### config.mk
export PLATFORM = sky130hd
export DESIGN_NAME = alu_mul_sequencer
export DESIGN_NICKNAME = d
export VERILOG_FILES = /design/src/rtl/alu_defs.sv /design/src/rtl/ALU_64_bit.sv /design/src/rtl/alu_mul_sequencer.sv
export SDC_FILE = /design/constraint.sdc
export NUM_CORES = 1
export LEC_CHECK = 0
export CELL_PAD_IN_SITES_DETAIL_PLACEMENT = 1
export CELL_PAD_IN_SITES_GLOBAL_PLACEMENT = 1
export CORE_UTILIZATION = 47
export DETAILED_ROUTE_END_ITERATION = 16
export DONT_BUFFER_PORTS = 1
export PLACE_DENSITY_LB_ADDON = 0.1
export SETUP_SLACK_MARGIN = 0.2
export SKIP_CTS_REPAIR_TIMING = 1
export SLEW_MARGIN = 20
export SYNTH_ARGS = -nofsm -noshare
export SYNTH_HDL_FRONTEND = slang
export SYNTH_SLANG_ARGS = --single-unit
### constraint.sdc
create_clock -name clk -period 6.1 [get_ports clk]
set_input_delay 0.61 -clock clk [delete_from_list [all_inputs] [get_ports clk]]
set_output_delay 0.61 -clock clk [all_outputs]
set_load 0.005 [all_outputs]
### src/rtl/alu_defs.sv
// Shared definitions for the EX-stage ALU and the multiply sequencer.
//   ALU opcodes : 4-bit operation select for ALU_64_bit.
//   seq_state_t : state encoding of the shift-and-add multiply sequencer.
package alu_defs;

  localparam logic [3:0] ALU_AND = 4'b0000;
  localparam logic [3:0] ALU_OR  = 4'b0001;
  localparam logic [3:0] ALU_ADD = 4'b0010;
  localparam logic [3:0] ALU_SUB = 4'b0110;
  localparam logic [3:0] ALU_NOR = 4'b1100;
  localparam logic [3:0] ALU_SLL = 4'b1111;

  typedef enum logic [1:0] {
    S_IDLE  = 2'd0,
    S_ITER  = 2'd1,
    S_SHIFT = 2'd2,
    S_DONE  = 2'd3
  } seq_state_t;

endpackage

### src/rtl/ALU_64_bit.sv
// Combinational EX-stage ALU.
// Ports:
//   a, b    : WIDTH-bit operands
//   alu_op  : operation select (alu_defs ALU_* opcodes)
//   result  : WIDTH-bit result, all arithmetic modulo 2^WIDTH
//   zero    : result == 0
//   lt      : signed a < b
module ALU_64_bit
  import alu_defs::*;
#(
  parameter int WIDTH = 64
) (
  input  logic [WIDTH-1:0] a,
  input  logic [WIDTH-1:0] b,
  input  logic [3:0]       alu_op,
  output logic [WIDTH-1:0] result,
  output logic             zero,
  output logic             lt
);

  localparam int SHW = $clog2(WIDTH);

  always_comb begin
    result = '0;
    case (alu_op)
      ALU_AND: result = a & b;
      ALU_OR:  result = a | b;
      ALU_ADD: result = a + b;
      ALU_SUB: result = a - b;
      ALU_NOR: result = ~(a | b);
      // Shift amount uses only the low log2(WIDTH) bits of b.
      ALU_SLL: result = a << b[SHW-1:0];
      default: result = '0;
    endcase
  end

  assign zero = (result == '0);
  assign lt   = ($signed(a) < $signed(b));

endmodule

### src/rtl/alu_mul_sequencer.sv
// Multi-cycle unsigned shift-and-add multiplier producing the low WIDTH
// bits of op_a*op_b. Every add and shift is performed by one shared ALU
// instance, alternating ADD (accumulate) and SLL (multiplicand doubling).
//
// Ports:
//   clk, reset          : rising-edge clock, synchronous active-high reset
//   flush               : abort any operation, return to IDLE
//   start, op_a, op_b   : request and operands, accepted only while ready=1
//   ready               : high only in IDLE
//   busy                : high in ITER, SHIFT or DONE
//   result              : product low bits, stable while result_valid=1
//   result_valid        : high in DONE until result_ack
//   result_ack          : consumer takes result
//
// Handshake: a request transfers on a rising edge where start=1 and
// ready=1 (flush=0). A result transfers on a rising edge where
// result_valid=1 and result_ack=1; result and result_valid hold until then.
// A start seen in the same cycle as the ack is dropped, since ready is low.
module alu_mul_sequencer
  import alu_defs::*;
#(
  parameter int WIDTH      = 64,
  parameter bit EARLY_EXIT = 1'b1
) (
  input  logic             clk,
  input  logic             reset,
  input  logic             flush,
  input  logic             start,
  input  logic [WIDTH-1:0] op_a,
  input  logic [WIDTH-1:0] op_b,
  output logic             ready,
  output logic             busy,
  output logic [WIDTH-1:0] result,
  output logic             result_valid,
  input  logic             result_ack
);

  localparam int CW = $clog2(WIDTH + 1);
  localparam logic [CW-1:0] COUNT_MAX = CW'(WIDTH);

  seq_state_t       state, state_n;
  logic [WIDTH-1:0] acc, acc_n;
  logic [WIDTH-1:0] mcand, mcand_n;
  logic [WIDTH-1:0] mplier, mplier_n;
  logic [CW-1:0]    count, count_n;
  logic [WIDTH-1:0] result_q, result_n;

  logic [3:0]       alu_op;
  logic [WIDTH-1:0] alu_a, alu_b, alu_result;
  logic             alu_zero, alu_lt;
  logic             terminate;

  ALU_64_bit #(.WIDTH(WIDTH)) u_alu (
    .a      (alu_a),
    .b      (alu_b),
    .alu_op (alu_op),
    .result (alu_result),
    .zero   (alu_zero),
    .lt     (alu_lt)
  );

  // Flags are not needed by the multiplier.
  logic unused_alu_flags;
  assign unused_alu_flags = alu_zero ^ alu_lt;

  // Loop ends after WIDTH iterations, or early once no multiplier bits remain.
  assign terminate = (count == COUNT_MAX) || (EARLY_EXIT && (mplier == '0));

  // ALU operand muxing: SLL of the multiplicand in SHIFT, otherwise the
  // accumulate form ADD(acc, mcand) is presented.
  always_comb begin
    alu_op = ALU_ADD;
    alu_a  = acc;
    alu_b  = mcand;
    if (state == S_SHIFT) begin
      alu_op = ALU_SLL;
      alu_a  = mcand;
      alu_b  = WIDTH'(1);
    end
  end

  always_comb begin
    state_n  = state;
    acc_n    = acc;
    mcand_n  = mcand;
    mplier_n = mplier;
    count_n  = count;
    result_n = result_q;
    if (flush) begin
      // Datapath registers are left untouched; only control returns home.
      state_n = S_IDLE;
    end else begin
      case (state)
        S_IDLE: begin
          if (start) begin
            mcand_n  = op_a;
            mplier_n = op_b;
            acc_n    = '0;
            count_n  = '0;
            state_n  = S_ITER;
          end
        end
        S_ITER: begin
          if (terminate) begin
            result_n = acc;
            state_n  = S_DONE;
          end else begin
            if (mplier[0]) acc_n = alu_result;
            state_n = S_SHIFT;
          end
        end
        S_SHIFT: begin
          mcand_n  = alu_result;
          mplier_n = mplier >> 1;
          count_n  = count + CW'(1);
          state_n  = S_ITER;
        end
        S_DONE: begin
          if (result_ack) state_n = S_IDLE;
        end
        default: state_n = S_IDLE;
      endcase
    end
  end

  always_ff @(posedge clk) begin
    if (reset) begin
      state    <= S_IDLE;
      acc      <= '0;
      mcand    <= '0;
      mplier   <= '0;
      count    <= '0;
      result_q <= '0;
    end else begin
      state    <= state_n;
      acc      <= acc_n;
      mcand    <= mcand_n;
      mplier   <= mplier_n;
      count    <= count_n;
      result_q <= result_n;
    end
  end

  assign ready        = (state == S_IDLE);
  assign busy         = (state != S_IDLE);
  assign result_valid = (state == S_DONE);
  assign result       = result_q;

endmodule

==> results.md <==
- Post-synthesis sequential area ratio: about 33%
- Post-synth ARST share: 0%
- Pleak: 6.77 nW
- Synth Flop Type: dfxtp_1
- FF/Latch Area: 5310 um2
- Initial drt markers: 943
- Drc violations: 0
- Count leader, synth: nand2_1
- Number of global-route vias before repair: roughly 16000
- Share of the synthesized area in the top cell type: 33.0%
- Wire per inst: 21.1 um
- Root Driver: clkbuf_16
- Starting Density: a little under half
- Clock Tree Buf Depth: 3
- Clock-pin slew on the worst setup and hold paths: ~60 ps
- CTS Sinks: 265
- Grt ovf: 0
- Critical path fanouts, max: 9
- Synth Warn #: 0
- Max Freq: 0.185 GHz
- Chip width: 187 um
- Post-DP HPWL: 39900 um
- Mapped Area: 16100 um2
- Area occupied by multi-input gates: 10100 um2
- Register bit total from synthesis: 265
- Slew Viols, Final: 0
- Max Cap Viol: 0
- Tightest Pin Transition: 981 ps
- Class of the worst hold path: in2reg
- Share of layout cells above drive strength 1: 4.60%
- Cell Pwr Density: approximately 250 nW/um2
- Num CTS Buffers: 31
- TritonCTS clock tree: built
- WP data arrival: 5900 ps
- Drt pass-1 iters: 8
- Top cells by area, synth: dfxtp_1 33%, nand2_1 15%, a311oi_1 6.4%, nor2_1 5.5%, a21oi_1 5.4%
- Post-synthesis net count: 2458
- I/O pins: 200
- Via density per instance: ~6.1
- Setup Skew: 12.8 ps
- Req. time, crit path: roughly 6600 ps
- GRT Overall Usage: 30.8%
- Routed wire length: 55400 um
- Leading area contributor after synthesis: dfxtp_1
- Setup crit start kind: flop
- Top delay family on crit path: simple AND/OR/NAND/NOR gates
- RSZ-0062 raised after global routing: no
- Layout Nets: 2348
- Clk_lat worst skew: 600 ps
- Core area: approximately 34000 um2
- Overall power: 0.00433 W
- # setup viols final: 0
- GP Congestion: approximately 0.89
- Crit share post-route: 88.8%
- Maximum VDD drop: 0.000262 V
- Die Y: roughly 190 um
- Fillers: 4315
- Largest net degree at the start of global routing: 226
- Slew headroom: between 30% and 40%
- Outcome: finished clean
- H-tree depth: 1
- Hold Vio Cnt, Final: 0
- Most used cell, CP: o21ai_1
- Avg Inst Size Synth: about 7.1 um2
- Vias: 16100
- Antenna violations before repair: 6
- Number of synthesized flops with an enable pin: 0
- CP max stage cell: nor4_1
- # port buffers: 0
- Global-route wire length before repair: 87200 um
- Row count: 67
- Die Area: 35000 um2
- Setup TNS: 0 ps
- Yosys cell types: 76
- Crit-path cells: nor4_1 > nand4_4 > a21oi_2 > nand2_2 > or3_1 > or2_0 > o311ai_2 > o21ai_1 > ha_1 > nand2_1 > nor4b_2 > and3_1 > o311ai_1 > a31oi_2 > o21ai_1 > o31ai_2 > xor2_1 > a22o_1
- Final worst setup slack: 686 ps
- Syn-to-layout area delta: 7.16%
- Mapped Cells: 2258
- Slowest stage delay, CP: 500 ps
- Commonest cells in the netlist: 642 x nand2_1, 265 x dfxtp_1, 235 x nor2_1
- Buffers plus inverters on the worst setup path: 0
- Setup crit end kind: flop
- Final Critical Period: 5410 ps
- Post-DRT Antenna Nets: 0
- Pre-CTS setup slack: 497 ps
- Kind of critical path: reg2reg
[cell usage in the layout (no fill, tap or decap), types with 11 or more instances in the layout]
cell type | synthesis | routed
a21o_1 | 33 | 33
a21oi_1 | 174 | 174
a221oi_1 | 12 | 12
a22oi_1 | 14 | 14
a311oi_1 | 118 | 118
a31oi_1 | 13 | 12
and3_1 | 15 | 15
buf_4 | 0 | 14
clkbuf_16 | 0 | 31
dfxtp_1 | 265 | 265
ha_1 | 66 | 66
inv_1 | 19 | 19
nand2_1 | 642 | 642
nand2b_1 | 19 | 18
nand3_1 | 30 | 30
nand4_1 | 20 | 20
nor2_1 | 235 | 233
nor3_1 | 49 | 48
nor4_1 | 21 | 21
o211ai_1 | 16 | 16
o21ai_0 | 98 | 97
o21bai_1 | 11 | 11
or3_1 | 12 | 12
xnor2_1 | 36 | 36
xor2_1 | 40 | 40
[worst paths after layout]
kind | from | endpoint | slack (ps) | cells past startpoint
worst max-delay path | mcand[7] | acc[54] | 690 | 18
worst min register to register | result[62] | result[62] | 470 | 2
worst max register to register | mcand[7] | acc[54] | 690 | 18
worst min-delay path | flush | state[0] | 100 | 1
[sequential cells by signal, indices dropped and copies added (netlist names)]
signal / cells
state: 2
mcand: 64
acc: 64
mplier: 64
count: 7
result: 64
[area by class of cell]
cell class / instances / share of cell area (%)
antenna: 4 / 0.0580
clock buffer: 47 / 5.19
clock inverter: 11 / 0.733
inverter: 20 / 0.435
multi-input combinational: 1814 / 58.7
sequential: 265 / 30.8
tap: 448 / 3.25
timing repair buffer: 16 / 0.841
[cells by family after synthesis]
kind of cell / Yosys count / synth area share [%]
simple gates: 1095 / 29.1
compound gates: 570 / 23.7
flops: 265 / 33.0
buf+inv: 179 / 4.41
xor+xnor: 76 / 4.14
fa+ha+maj: 67 / 5.25
mux: 6 / 0.373
[metal layers]
layer / part of all wire [%] / GRT usage, % / up-vias
met5: 0.049 / 0 / -
met4: 3.7 / 11.2 / 4
met3: 5.6 / 5.20 / 115
met2: 47 / 51.4 / 412
met1: 44 / 40.0 / 7789
li1: - / - / 7766
[per-stage QoR]
step	hold WS, ps	area, um2	utilization, %	cells
floorplan	439	16100	-	2258
global placement	455	16200	48.2	2563
detailed placement	462	16200	48.2	2563
CTS	74.2	17200	51.2	2621
global route	80.7	17200	51.3	2623
finish	97.5	17200	51.3	2625
[power by group]
part / internal (W) / leakage, nW / switching (W) / total (W)
Combinational: 0.000209 / 4.11 / 0.000364 / 0.000573
Clock: 0.00110 / 0.503 / 0.000788 / 0.00189
Sequential: 0.00179 / 2.16 / 0.0000775 / 0.00187
Total: 0.00310 / 6.77 / 0.00123 / 0.00433
No activity file was read; power rests on OpenSTA's default activity.
